<file path="src/rtl/multicycle_control_fsm_pkg.sv">
// Shared encodings for the multicycle MIPS control path: opcodes, FSM states,
// ALU-op codes and datapath select values, plus the control-word layout that
// the output decoder hands back to the FSM top level.
package mips_ctrl_pkg;

  localparam int OPCODE_W = 6;
  localparam int ALU_OP_W = 2;
  localparam int STATE_W  = 4;

  // Instruction opcodes understood by the controller
  localparam logic [OPCODE_W-1:0] OP_RTYPE = 6'b000000;
  localparam logic [OPCODE_W-1:0] OP_LW    = 6'b100011;
  localparam logic [OPCODE_W-1:0] OP_SW    = 6'b101011;
  localparam logic [OPCODE_W-1:0] OP_BEQ   = 6'b000100;
  localparam logic [OPCODE_W-1:0] OP_J     = 6'b000010;
  localparam logic [OPCODE_W-1:0] OP_ADDI  = 6'b001000;

  // ALU-op codes, also consumed by alu_control
  localparam logic [ALU_OP_W-1:0] ALU_OP_ADD   = 2'b00;
  localparam logic [ALU_OP_W-1:0] ALU_OP_SUB   = 2'b01;
  localparam logic [ALU_OP_W-1:0] ALU_OP_FUNCT = 2'b10;

  // ALU B operand select
  localparam logic [1:0] ALU_SRC_B_RT      = 2'b00;
  localparam logic [1:0] ALU_SRC_B_FOUR    = 2'b01;
  localparam logic [1:0] ALU_SRC_B_IMM     = 2'b10;
  localparam logic [1:0] ALU_SRC_B_IMM_SHL = 2'b11;

  // Next-PC source select
  localparam logic [1:0] PC_SRC_ALU    = 2'b00;
  localparam logic [1:0] PC_SRC_ALUOUT = 2'b01;
  localparam logic [1:0] PC_SRC_JUMP   = 2'b10;

  // Encodings are visible on the debug state port, so they are fixed values
  typedef enum logic [STATE_W-1:0] {
    ST_FETCH     = 4'd0,
    ST_DECODE    = 4'd1,
    ST_MEM_ADDR  = 4'd2,
    ST_MEM_READ  = 4'd3,
    ST_MEM_WB    = 4'd4,
    ST_MEM_WRITE = 4'd5,
    ST_EXECUTE   = 4'd6,
    ST_ALU_WB    = 4'd7,
    ST_BRANCH    = 4'd8,
    ST_JUMP      = 4'd9,
    ST_ADDI_EXEC = 4'd10,
    ST_ADDI_WB   = 4'd11
  } state_t;

  // Per-state datapath control word, before ready/enable/reset gating
  typedef struct packed {
    logic                pc_write;
    logic                pc_write_cond;
    logic                iord;
    logic                mem_read;
    logic                mem_write;
    logic                ir_write;
    logic                mdr_write;
    logic                mem_to_reg;
    logic                reg_dst;
    logic                reg_write;
    logic                alu_src_a;
    logic [1:0]          alu_src_b;
    logic [ALU_OP_W-1:0] alu_op;
    logic [1:0]          pc_source;
  } ctrl_word_t;

  // States that hold until the unified memory signals completion
  function automatic logic waits_on_mem(input state_t s);
    return (s == ST_FETCH) || (s == ST_MEM_READ) || (s == ST_MEM_WRITE);
  endfunction

  // Load/store share the address-calculation step
  function automatic logic is_mem_op(input logic [OPCODE_W-1:0] op);
    return (op == OP_LW) || (op == OP_SW);
  endfunction

endpackage

</file>
<file path="src/rtl/multicycle_control_fsm_if.sv">
// Bundle between the control FSM and the multicycle datapath/memory.
// master = controller side (drives the o_* controls), slave = datapath side.
// Widths default to the shared package values.
interface multicycle_control_fsm_if #(
  parameter int NB_OPCODE = mips_ctrl_pkg::OPCODE_W,
  parameter int NB_ALU_OP = mips_ctrl_pkg::ALU_OP_W,
  parameter int NB_STATE  = mips_ctrl_pkg::STATE_W
);
  logic [NB_OPCODE-1:0] i_opcode;
  logic                 i_mem_ready;
  logic                 i_enable;
  logic                 o_pc_write;
  logic                 o_pc_write_cond;
  logic                 o_iord;
  logic                 o_mem_read;
  logic                 o_mem_write;
  logic                 o_ir_write;
  logic                 o_mdr_write;
  logic                 o_mem_to_reg;
  logic                 o_reg_dst;
  logic                 o_reg_write;
  logic                 o_alu_src_a;
  logic [1:0]           o_alu_src_b;
  logic [NB_ALU_OP-1:0] o_alu_op;
  logic [1:0]           o_pc_source;
  logic                 o_instr_done;
  logic                 o_illegal_op;
  logic [NB_STATE-1:0]  o_state;

  modport master (
    input  i_opcode, i_mem_ready, i_enable,
    output o_pc_write, o_pc_write_cond, o_iord, o_mem_read, o_mem_write,
           o_ir_write, o_mdr_write, o_mem_to_reg, o_reg_dst, o_reg_write,
           o_alu_src_a, o_alu_src_b, o_alu_op, o_pc_source,
           o_instr_done, o_illegal_op, o_state
  );

  modport slave (
    output i_opcode, i_mem_ready, i_enable,
    input  o_pc_write, o_pc_write_cond, o_iord, o_mem_read, o_mem_write,
           o_ir_write, o_mdr_write, o_mem_to_reg, o_reg_dst, o_reg_write,
           o_alu_src_a, o_alu_src_b, o_alu_op, o_pc_source,
           o_instr_done, o_illegal_op, o_state
  );
endinterface

</file>
<file path="src/rtl/multicycle_control_fsm_decode.sv">
// Pure state -> control-word decode for the multicycle controller.
// Combinational, zero latency; strobes here are ungated (ready/enable applied by the top).
// No backpressure of its own.
module ctrl_output_decode
  import mips_ctrl_pkg::*;
(
  input  state_t     state,
  output ctrl_word_t ctrl
);

  // Each state only sets the fields it uses; everything else stays 0
  always_comb begin
    ctrl = '0;
    case (state)
      ST_FETCH: begin
        ctrl.mem_read  = 1'b1;
        ctrl.ir_write  = 1'b1;
        ctrl.pc_write  = 1'b1;
        ctrl.alu_src_b = ALU_SRC_B_FOUR;
        ctrl.alu_op    = ALU_OP_ADD;
        ctrl.pc_source = PC_SRC_ALU;
      end
      ST_DECODE: begin
        // Speculative branch target: PC + (imm << 2)
        ctrl.alu_src_b = ALU_SRC_B_IMM_SHL;
        ctrl.alu_op    = ALU_OP_ADD;
      end
      ST_MEM_ADDR, ST_ADDI_EXEC: begin
        ctrl.alu_src_a = 1'b1;
        ctrl.alu_src_b = ALU_SRC_B_IMM;
        ctrl.alu_op    = ALU_OP_ADD;
      end
      ST_MEM_READ: begin
        ctrl.mem_read  = 1'b1;
        ctrl.iord      = 1'b1;
        ctrl.mdr_write = 1'b1;
      end
      ST_MEM_WB: begin
        ctrl.reg_write  = 1'b1;
        ctrl.mem_to_reg = 1'b1;
        ctrl.reg_dst    = 1'b0;
      end
      ST_MEM_WRITE: begin
        ctrl.mem_write = 1'b1;
        ctrl.iord      = 1'b1;
      end
      ST_EXECUTE: begin
        ctrl.alu_src_a = 1'b1;
        ctrl.alu_src_b = ALU_SRC_B_RT;
        ctrl.alu_op    = ALU_OP_FUNCT;
      end
      ST_ALU_WB: begin
        ctrl.reg_dst   = 1'b1;
        ctrl.reg_write = 1'b1;
      end
      ST_ADDI_WB: begin
        ctrl.reg_dst   = 1'b0;
        ctrl.reg_write = 1'b1;
      end
      ST_BRANCH: begin
        ctrl.alu_src_a     = 1'b1;
        ctrl.alu_src_b     = ALU_SRC_B_RT;
        ctrl.alu_op        = ALU_OP_SUB;
        ctrl.pc_write_cond = 1'b1;
        ctrl.pc_source     = PC_SRC_ALUOUT;
      end
      ST_JUMP: begin
        ctrl.pc_write  = 1'b1;
        ctrl.pc_source = PC_SRC_JUMP;
      end
      default: ctrl = '0;
    endcase
  end

endmodule

</file>
<file path="src/rtl/multicycle_control_fsm.sv">
// Main control FSM for the multicycle MIPS datapath (fetch/decode/exec/mem/wb).
// Outputs are combinational from state (0 cycles); state advances once per enabled clock.
// Stalls in FETCH/MEM_READ/MEM_WRITE until i_mem_ready; i_enable=0 freezes state and kills strobes.
module multicycle_control_fsm
  import mips_ctrl_pkg::*;
#(
  parameter int NB_OPCODE = OPCODE_W,
  parameter int NB_ALU_OP = ALU_OP_W,
  parameter int NB_STATE  = STATE_W
) (
  input  logic                     i_clk,
  input  logic                     i_reset,
  multicycle_control_fsm_if.master bus
);

  state_t               state_q;
  state_t               state_nxt_raw;
  state_t               state_d;
  logic                 illegal_raw;
  logic                 done_raw;
  ctrl_word_t           ctrl_raw;
  ctrl_word_t           ctrl;
  logic                 instr_done;
  logic                 illegal_op;
  logic                 mem_gate;
  logic [NB_OPCODE-1:0] opcode;
  logic [NB_ALU_OP-1:0] alu_op;
  logic [NB_STATE-1:0]  state_dbg;

  assign opcode = bus.i_opcode;

  ctrl_output_decode u_decode (
    .state (state_q),
    .ctrl  (ctrl_raw)
  );

  // State register; reset aborts any instruction straight back to FETCH
  always_ff @(posedge i_clk or posedge i_reset) begin
    if (i_reset) begin
      state_q <= ST_FETCH;
    end else begin
      state_q <= state_d;
    end
  end

  // Next-state sequencing, instruction-complete and illegal-opcode detection
  always_comb begin
    state_nxt_raw = state_q;
    illegal_raw   = 1'b0;
    case (state_q)
      ST_FETCH: begin
        if (bus.i_mem_ready) state_nxt_raw = ST_DECODE;
      end
      ST_DECODE: begin
        if (is_mem_op(opcode)) begin
          state_nxt_raw = ST_MEM_ADDR;
        end else begin
          case (opcode)
            OP_RTYPE: state_nxt_raw = ST_EXECUTE;
            OP_BEQ:   state_nxt_raw = ST_BRANCH;
            OP_J:     state_nxt_raw = ST_JUMP;
            OP_ADDI:  state_nxt_raw = ST_ADDI_EXEC;
            default: begin
              state_nxt_raw = ST_FETCH;
              illegal_raw   = 1'b1;
            end
          endcase
        end
      end
      // IR is stable for the whole instruction, so the opcode still selects load vs store here
      ST_MEM_ADDR:  state_nxt_raw = (opcode == OP_SW) ? ST_MEM_WRITE : ST_MEM_READ;
      ST_MEM_READ: begin
        if (bus.i_mem_ready) state_nxt_raw = ST_MEM_WB;
      end
      ST_MEM_WRITE: begin
        if (bus.i_mem_ready) state_nxt_raw = ST_FETCH;
      end
      ST_EXECUTE:   state_nxt_raw = ST_ALU_WB;
      ST_ADDI_EXEC: state_nxt_raw = ST_ADDI_WB;
      ST_MEM_WB, ST_ALU_WB, ST_ADDI_WB, ST_BRANCH, ST_JUMP: state_nxt_raw = ST_FETCH;
      default:      state_nxt_raw = ST_FETCH;
    endcase

    // Returning to FETCH from FETCH (stall) or DECODE (illegal) is not a completed instruction
    done_raw = (state_nxt_raw == ST_FETCH) &&
               (state_q != ST_FETCH) && (state_q != ST_DECODE);

    state_d = bus.i_enable ? state_nxt_raw : state_q;
  end

  // Apply memory-ready, enable and reset gating to the decoded control word
  always_comb begin
    ctrl       = ctrl_raw;
    instr_done = done_raw;
    illegal_op = illegal_raw;

    // Loads of IR/PC in FETCH and MDR in MEM_READ only happen on the completing cycle
    mem_gate       = waits_on_mem(state_q) ? bus.i_mem_ready : 1'b1;
    ctrl.pc_write  = ctrl_raw.pc_write  & mem_gate;
    ctrl.ir_write  = ctrl_raw.ir_write  & mem_gate;
    ctrl.mdr_write = ctrl_raw.mdr_write & mem_gate;

    // Frozen: selects stay state-decoded, every side-effecting strobe is dropped
    if (!bus.i_enable) begin
      ctrl.pc_write      = 1'b0;
      ctrl.pc_write_cond = 1'b0;
      ctrl.ir_write      = 1'b0;
      ctrl.mdr_write     = 1'b0;
      ctrl.reg_write     = 1'b0;
      ctrl.mem_read      = 1'b0;
      ctrl.mem_write     = 1'b0;
      instr_done         = 1'b0;
      illegal_op         = 1'b0;
    end

    if (i_reset) begin
      ctrl       = '0;
      instr_done = 1'b0;
      illegal_op = 1'b0;
    end
  end

  assign alu_op    = ctrl.alu_op;
  assign state_dbg = state_q;

  assign bus.o_pc_write      = ctrl.pc_write;
  assign bus.o_pc_write_cond = ctrl.pc_write_cond;
  assign bus.o_iord          = ctrl.iord;
  assign bus.o_mem_read      = ctrl.mem_read;
  assign bus.o_mem_write     = ctrl.mem_write;
  assign bus.o_ir_write      = ctrl.ir_write;
  assign bus.o_mdr_write     = ctrl.mdr_write;
  assign bus.o_mem_to_reg    = ctrl.mem_to_reg;
  assign bus.o_reg_dst       = ctrl.reg_dst;
  assign bus.o_reg_write     = ctrl.reg_write;
  assign bus.o_alu_src_a     = ctrl.alu_src_a;
  assign bus.o_alu_src_b     = ctrl.alu_src_b;
  assign bus.o_alu_op        = alu_op;
  assign bus.o_pc_source     = ctrl.pc_source;
  assign bus.o_instr_done    = instr_done;
  assign bus.o_illegal_op    = illegal_op;
  assign bus.o_state         = state_dbg;

endmodule

</file>
<file path="src/flat_wrapper.sv">
// flat-port wrapper written by rule: the top's interface ports become plain ports
module multicycle_control_fsm_flat import mips_ctrl_pkg::*;
#(
  parameter int NB_OPCODE = OPCODE_W,
  parameter int NB_ALU_OP = ALU_OP_W,
  parameter int NB_STATE  = STATE_W
)
  (i_clk, i_reset, bus_i_opcode, bus_i_mem_ready, bus_i_enable, bus_o_pc_write, bus_o_pc_write_cond, bus_o_iord, bus_o_mem_read, bus_o_mem_write, bus_o_ir_write, bus_o_mdr_write, bus_o_mem_to_reg, bus_o_reg_dst, bus_o_reg_write, bus_o_alu_src_a, bus_o_alu_src_b, bus_o_alu_op, bus_o_pc_source, bus_o_instr_done, bus_o_illegal_op, bus_o_state);
  multicycle_control_fsm_if #(.NB_OPCODE(NB_OPCODE), .NB_ALU_OP(NB_ALU_OP), .NB_STATE(NB_STATE)) bus_i ();
  input  logic i_clk;
  input  logic i_reset;
  input wire logic [$bits(bus_i.i_opcode)-1:0] bus_i_opcode;
  input wire logic [$bits(bus_i.i_mem_ready)-1:0] bus_i_mem_ready;
  input wire logic [$bits(bus_i.i_enable)-1:0] bus_i_enable;
  output wire logic [$bits(bus_i.o_pc_write)-1:0] bus_o_pc_write;
  output wire logic [$bits(bus_i.o_pc_write_cond)-1:0] bus_o_pc_write_cond;
  output wire logic [$bits(bus_i.o_iord)-1:0] bus_o_iord;
  output wire logic [$bits(bus_i.o_mem_read)-1:0] bus_o_mem_read;
  output wire logic [$bits(bus_i.o_mem_write)-1:0] bus_o_mem_write;
  output wire logic [$bits(bus_i.o_ir_write)-1:0] bus_o_ir_write;
  output wire logic [$bits(bus_i.o_mdr_write)-1:0] bus_o_mdr_write;
  output wire logic [$bits(bus_i.o_mem_to_reg)-1:0] bus_o_mem_to_reg;
  output wire logic [$bits(bus_i.o_reg_dst)-1:0] bus_o_reg_dst;
  output wire logic [$bits(bus_i.o_reg_write)-1:0] bus_o_reg_write;
  output wire logic [$bits(bus_i.o_alu_src_a)-1:0] bus_o_alu_src_a;
  output wire logic [$bits(bus_i.o_alu_src_b)-1:0] bus_o_alu_src_b;
  output wire logic [$bits(bus_i.o_alu_op)-1:0] bus_o_alu_op;
  output wire logic [$bits(bus_i.o_pc_source)-1:0] bus_o_pc_source;
  output wire logic [$bits(bus_i.o_instr_done)-1:0] bus_o_instr_done;
  output wire logic [$bits(bus_i.o_illegal_op)-1:0] bus_o_illegal_op;
  output wire logic [$bits(bus_i.o_state)-1:0] bus_o_state;
  assign bus_i.i_opcode = bus_i_opcode;
  assign bus_i.i_mem_ready = bus_i_mem_ready;
  assign bus_i.i_enable = bus_i_enable;
  assign bus_o_pc_write = bus_i.o_pc_write;
  assign bus_o_pc_write_cond = bus_i.o_pc_write_cond;
  assign bus_o_iord = bus_i.o_iord;
  assign bus_o_mem_read = bus_i.o_mem_read;
  assign bus_o_mem_write = bus_i.o_mem_write;
  assign bus_o_ir_write = bus_i.o_ir_write;
  assign bus_o_mdr_write = bus_i.o_mdr_write;
  assign bus_o_mem_to_reg = bus_i.o_mem_to_reg;
  assign bus_o_reg_dst = bus_i.o_reg_dst;
  assign bus_o_reg_write = bus_i.o_reg_write;
  assign bus_o_alu_src_a = bus_i.o_alu_src_a;
  assign bus_o_alu_src_b = bus_i.o_alu_src_b;
  assign bus_o_alu_op = bus_i.o_alu_op;
  assign bus_o_pc_source = bus_i.o_pc_source;
  assign bus_o_instr_done = bus_i.o_instr_done;
  assign bus_o_illegal_op = bus_i.o_illegal_op;
  assign bus_o_state = bus_i.o_state;
  multicycle_control_fsm #(.NB_OPCODE(NB_OPCODE), .NB_ALU_OP(NB_ALU_OP), .NB_STATE(NB_STATE)) u_core (.i_clk(i_clk), .i_reset(i_reset), .bus(bus_i));
endmodule
</file>
<file path="config.mk">
export PLATFORM = sky130hd
export DESIGN_NAME = multicycle_control_fsm_flat
export DESIGN_NICKNAME = d
export VERILOG_FILES = /design/src/rtl/multicycle_control_fsm_pkg.sv /design/src/rtl/multicycle_control_fsm_if.sv /design/src/rtl/multicycle_control_fsm_decode.sv /design/src/rtl/multicycle_control_fsm.sv /design/src/flat_wrapper.sv
export SDC_FILE = /design/constraint.sdc
export NUM_CORES = 1
export LEC_CHECK = 0
export CELL_PAD_IN_SITES_DETAIL_PLACEMENT = 0
export CELL_PAD_IN_SITES_GLOBAL_PLACEMENT = 1
export CORE_MARGIN = 2
export CORE_UTILIZATION = 29
export CTS_BUF_LIST = sky130_fd_sc_hd__clkbuf_8
export DETAILED_ROUTE_END_ITERATION = 10
export GPL_TIMING_DRIVEN = 0
export MAX_ROUTING_LAYER = met4
export PLACE_DENSITY = 0.9
export SKIP_CTS_REPAIR_TIMING = 1
export SLEW_MARGIN = 15
export SYNTH_ARGS = -nofsm -noshare
export SYNTH_HDL_FRONTEND = slang
export SYNTH_SLANG_ARGS = --single-unit
</file>
<file path="constraint.sdc">
create_clock -name i_clk -period 4 [get_ports i_clk]
set_input_delay 0.6 -clock i_clk [delete_from_list [all_inputs] [get_ports i_clk]]
set_output_delay 0.6 -clock i_clk [all_outputs]
set_load 0.01 [all_outputs]
</file>
== After elaboration in Yosys (flattened, before gate mapping) ==
Cells that the tools add are included.
W data, S select, Z words.

* Output and inout port bits: 23
* Logic and storage cells: 68
* Flip-flop bits (word level): 4
* Bits of input ports: 10

* Bitwise logic cells: 3
* Mux-type cells: 31
* Eq/ne operators: 17
* Reductions and logical operators: 16

{| class="wikitable"
|+ Operator list
! kind !! count
|-
| $pmux W4 S7 || 1
|-
| $mux W4 || 5
|-
| $pmux W4 S5 || 1
|-
| $mux W1 || 18
|-
| $mux W17 || 1
|-
| $eq A4 B3 Y1 const B || 4
|-
| $eq A4 B4 Y1 const B || 4
|-
| $pmux W4 S4 || 1
|-
| $eq A6 B6 Y1 const B || 2
|-
| $reduce_or A2 Y1 || 5
|-
| $eq A4 B2 Y1 const B || 2
|-
| $logic_not A4 Y1 || 2
|-
| $pmux W2 S2 || 2
|-
| $reduce_or A4 Y1 || 2
|-
| $eq A6 B2 Y1 const B || 1
|-
| $eq A6 B3 Y1 const B || 1
|-
| $eq A6 B4 Y1 const B || 1
|-
| $logic_not A6 Y1 || 1
|-
| $eq A4 B1 Y1 const B || 1
|-
| $ne A4 B1 Y1 const B || 1
|-
| $reduce_bool A4 Y1 || 1
|-
| $and A1 B1 Y1 || 3
|-
| $logic_or A1 B1 Y1 || 3
|-
| $mux W3 || 1
|-
| other kinds (2) || 3
|}

== Longest topological paths before layout ==
* Depth after elaboration: 9
* Mapped depth: 6
* Depth with buffers taken out: 4

== Modules after synthesis ==
From an unflattened synthesis, not the netlist that was laid out.

* Cells, all modules: 116
* Area total of the unflattened synthesis: 815.8 um^2

{| class="wikitable"
|+ Modules (own cells, without submodules)
! module !! area each (um^2) !! times used !! sequential area each (um^2) !! cells each
|-
| multicycle_control_fsm || 629.4 || 1 || 100.1 || 85
|-
| ctrl_output_decode || 186.4 || 1 || 0.0 || 31
|}

== Least setup slack after synthesis ==
OpenSTA, ideal clock, no wires.

* Path kind: input -> output
* Start point: input i_reset
* End point: output bus_o_pc_write_cond
* Setup slack: 1.739 ns
* Arrival: 1.661 ns
* Data required time: 3.400 ns
* Path buffers: 1
* Stages on the path: 4
* Path through: clkbuf_1 or3_1 nor3_1 and2_1

* Word-level cells in the longest chain between the ends: 1

{| class="wikitable"
|+ Ends and longest elaborated chain
! what !! line !! text
|-
| start, declared || flat_wrapper.sv:11 || <nowiki>input logic i_reset;</nowiki>
|-
| $mux W17 || multicycle_control_fsm.sv:116 || <nowiki>if (i_reset) begin</nowiki>
|-
| end, declared || flat_wrapper.sv:16 || <nowiki>output wire logic [$bits(bus_i.o_pc_write_cond)-1:0] bus_o_pc_write_cond;</nowiki>
|}

Every way passes these cells.

== Worst setup path after layout ==
* Start point: input bus_i_mem_ready
* End point: output bus_o_instr_done

* Word-level cells in the longest chain between the ends: 7
* Elaborated cells on any way between the ends: 9
* Classes of those cells: mux: 6; reduce/logical: 3

{| class="wikitable"
|+ Ends and longest elaborated chain
! what !! line !! text
|-
| start, declared || flat_wrapper.sv:13 || <nowiki>input wire logic [$bits(bus_i.i_mem_ready)-1:0] bus_i_mem_ready;</nowiki>
|-
| $mux W4 (on tied branches) || multicycle_control_fsm.sv:76, multicycle_control_fsm.sv:52, multicycle_control_fsm.sv:73 ||
|-
| $pmux W4 S7 (*) || multicycle_control_fsm.sv:50 || <nowiki>case (state_q)</nowiki>
|-
| $logic_not A4 Y1 (*) || multicycle_control_fsm.sv:85 || <nowiki>done_raw = (state_nxt_raw == ST_FETCH) &&</nowiki>
|-
| $logic_and A1 B1 Y1 (*) || multicycle_control_fsm.sv:85 ||
|-
| $logic_and A1 B1 Y1 (*) || multicycle_control_fsm.sv:86 || <nowiki>(state_q != ST_FETCH) && (state_q != ST_DECODE);</nowiki>
|-
| $mux W1 (*) || multicycle_control_fsm.sv:104 || <nowiki>if (!bus.i_enable) begin</nowiki>
|-
| $mux W1 (*) || multicycle_control_fsm.sv:116 ||
|-
| end, declared || flat_wrapper.sv:29 || <nowiki>output wire logic [$bits(bus_i.o_instr_done)-1:0] bus_o_instr_done;</nowiki>
|}

Every way passes the cells marked *; elsewhere a longest branch is shown, timed or not.

==> metrics.cfg <==
[outcome]
status=complete, no violations

[worst_setup_path]
cp_data_required_time_ns=3.40
cp-startpoint=bus_i_mem_ready
rr_worst_depth=5
endpoint=bus_o_instr_done
crit_type=primary input to primary output
arrival_ns=2.70
r2r_setup_slack_ns=2.38
endpoint_kind=primary output
timing.rr.end=u_core.bus.o_state[1]$_DFFE_PP0P_
critical_path.startpoint_type=primary input
r2r_start=u_core.bus.o_state[2]$_DFFE_PP0P_
cp_max_fo=7

[floorplanning]
die_h_um=50.6
initial_core_util=0.314
io_pins=33
placementRows=16
coreArea_mm2=0.00200
fp.dieW_um=50.6
dieArea_mm2=0.00256

[pwr]
p_total_uw=438
p_sw_uw=187
power_frac_seq=0.141
power_frac_comb=0.665
vdd_drop_max_v=0.000269
p_int_uw=252
power.share.clock=0.194
leakage_uw=0.000379
swShare=0.426
power_density_mw_per_mm2=432

[cells_and_area]
final_util=0.507
drive_gt1_frac=0.0714
largest_reg_flops=4
diodes=0
multiInputGateArea_um2=464
fin_nets=138
synthToLayoutAreaGrowth_pct=61.2
regArea_um2=100
fillers=202

[timing]
tns_ns=0
fmax_mhz=303
drv_slew=0
setup_viol=0
min_period_over_period=0.824
fin_crit_ns=3.30
fin_skew_ns=0.00248
final-hold-violation-count=0
worstMarginPinSlew_ns=0.530
rsz0062_at_grt=false
relSlewSlack=0.641

[logic_synthesis]
ys_async_sr_fraction=1.00
synthesis.area_um2=629
ys_top_cells_by_area=dfrtp_1 16%, nor3_1 8.7%, nor4_1 6.0%
synth-seq-cells=4
synth_nets=102
synth_area_leader_cell=dfrtp_1
syn_area_per_cell_um2=6.84
yosysMostFrequentCell=nor3_1
synthDistinctLibCells=39
synth_ff_type=dfrtp_1
synth_top_cells_by_count=11 x nor3_1, 8 x nand2_1, 8 x nor2_1
synth_seq_area_share=0.159
synth_top_area_share=0.159
synth_edf_count=0
synthCells=92
synth_warnings=0

[cts]
cts_tree=done
cts_made_buffers=3
cts_buffer_depth=2
cts_root_buf=clkbuf_8
numClockSinks=4
clock_latency_ns=0.22
path_clk_slew_ns=0.03
htree_levels=1

[placement]
numPortBuffers=31
dp_hpwl_um=1520
globalplace.congestion=0.839

[global_routing]
overflow=0
antenna_found_initial=0
grt_max_degree=11
grt_first_pass_wirelength_um=3130
grt_use_total=0.165
grt_pass1_vias=712

[route]
drt-total-wl_um=1940
dr.first_iter.drc_count=15
ant_nets=0
drc=0
dr.pass1.iters=4
dr_total_vias=842
vias_per_cell=5.50
detail_route.wl_per_cell_um=12.7

[hold_path]
hold_class=primary input to async pin

[flow_run]
drv_cap=0

==> through the flow <==
stage                     hold slack [ns]  area, µm²  cells  worst slack, ns
after detailed placement            0.640        973    150            0.720
after global routing                0.453       1010    153            0.579
after global placement              0.646        973    150            0.724
after CTS                           0.409       1010    153            0.718
final                               0.417       1010    153            0.703
after floorplan                     0.560        629     92             1.74
==> cell families after synthesis <==
logic type      after synthesis  synth area share
mux                           1            0.0179
xor+xnor                      3            0.0418
compound gates               20             0.235
buf+inv                      14             0.103
simple gates                 50             0.443
flops                         4             0.159
==> how the worst min path moves through the flow <==
stage,from,end
after floorplan,i_reset,u_core.bus.o_state[0]$_DFFE_PP0P_
after global placement,i_reset,u_core.bus.o_state[3]$_DFFE_PP0P_
after detailed placement,i_reset,u_core.bus.o_state[0]$_DFFE_PP0P_
after CTS,i_reset,u_core.bus.o_state[0]$_DFFE_PP0P_
after global routing,i_reset,u_core.bus.o_state[2]$_DFFE_PP0P_
final,i_reset,u_core.bus.o_state[0]$_DFFE_PP0P_
==> critical path, cell delays in order <==
cell	delay [ns]
clkdlybuf4s50_1	0.51
and4b_1	0.24
a311o_1	0.28
a222oi_1	0.26
and4bb_1	0.25
clkdlybuf4s50_1	0.54
==> placed cells by master (no fill, tap or decap), types with 2 or more instances in the layout <==
cell and instances:
buf_1 2, nor4_1 6, xor2_1 3, buf_2 4, a22o_1 2, clkbuf_8 3
a21oi_1 2, o211ai_1 3, clkdlybuf4s50_1 31, and3_1 3, o21ai_0 3, nor3_1 11
nor2_1 8, dfrtp_1 4, inv_1 4, and2_1 2, nand2_1 8, a2111oi_0 2
clkbuf_1 3
==> power groups by stage <==
stage | sequential [µW] | clock (µW) | combinational, µW
after floorplan | 65.6 | 0 | 178
after global placement | 61.3 | 0 | 290
after detailed placement | 62.0 | 0 | 290
after CTS | 61.5 | 88.5 | 292
after global routing | 63.1 | 94.5 | 317
final | 61.8 | 84.9 | 292
==> cell type report <==
cell class / instances / share of cell area
Buffer: 10 / 0.0493
Tap cell: 27 / 0.0333
Multi-Input combinational cell: 74 / 0.457
Clock buffer: 3 / 0.0407
Timing Repair Buffer: 31 / 0.306
Sequential cell: 4 / 0.0986
Inverter: 4 / 0.0148
==> per-layer routing <==
| metal | vias up | track usage | part of all wire |
|---|---|---|---|
| met2 | 30 | 0.272 | 0.51 |
| met3 | 0 | 0.0476 | 0.054 |
| met4 | 0 | 0.0450 | 0 |
| met1 | 390 | 0.196 | 0.43 |
| met5 | - | - | 0 |
| li1 | 422 | - | - |
No activity file was read; power rests on OpenSTA's default activity.
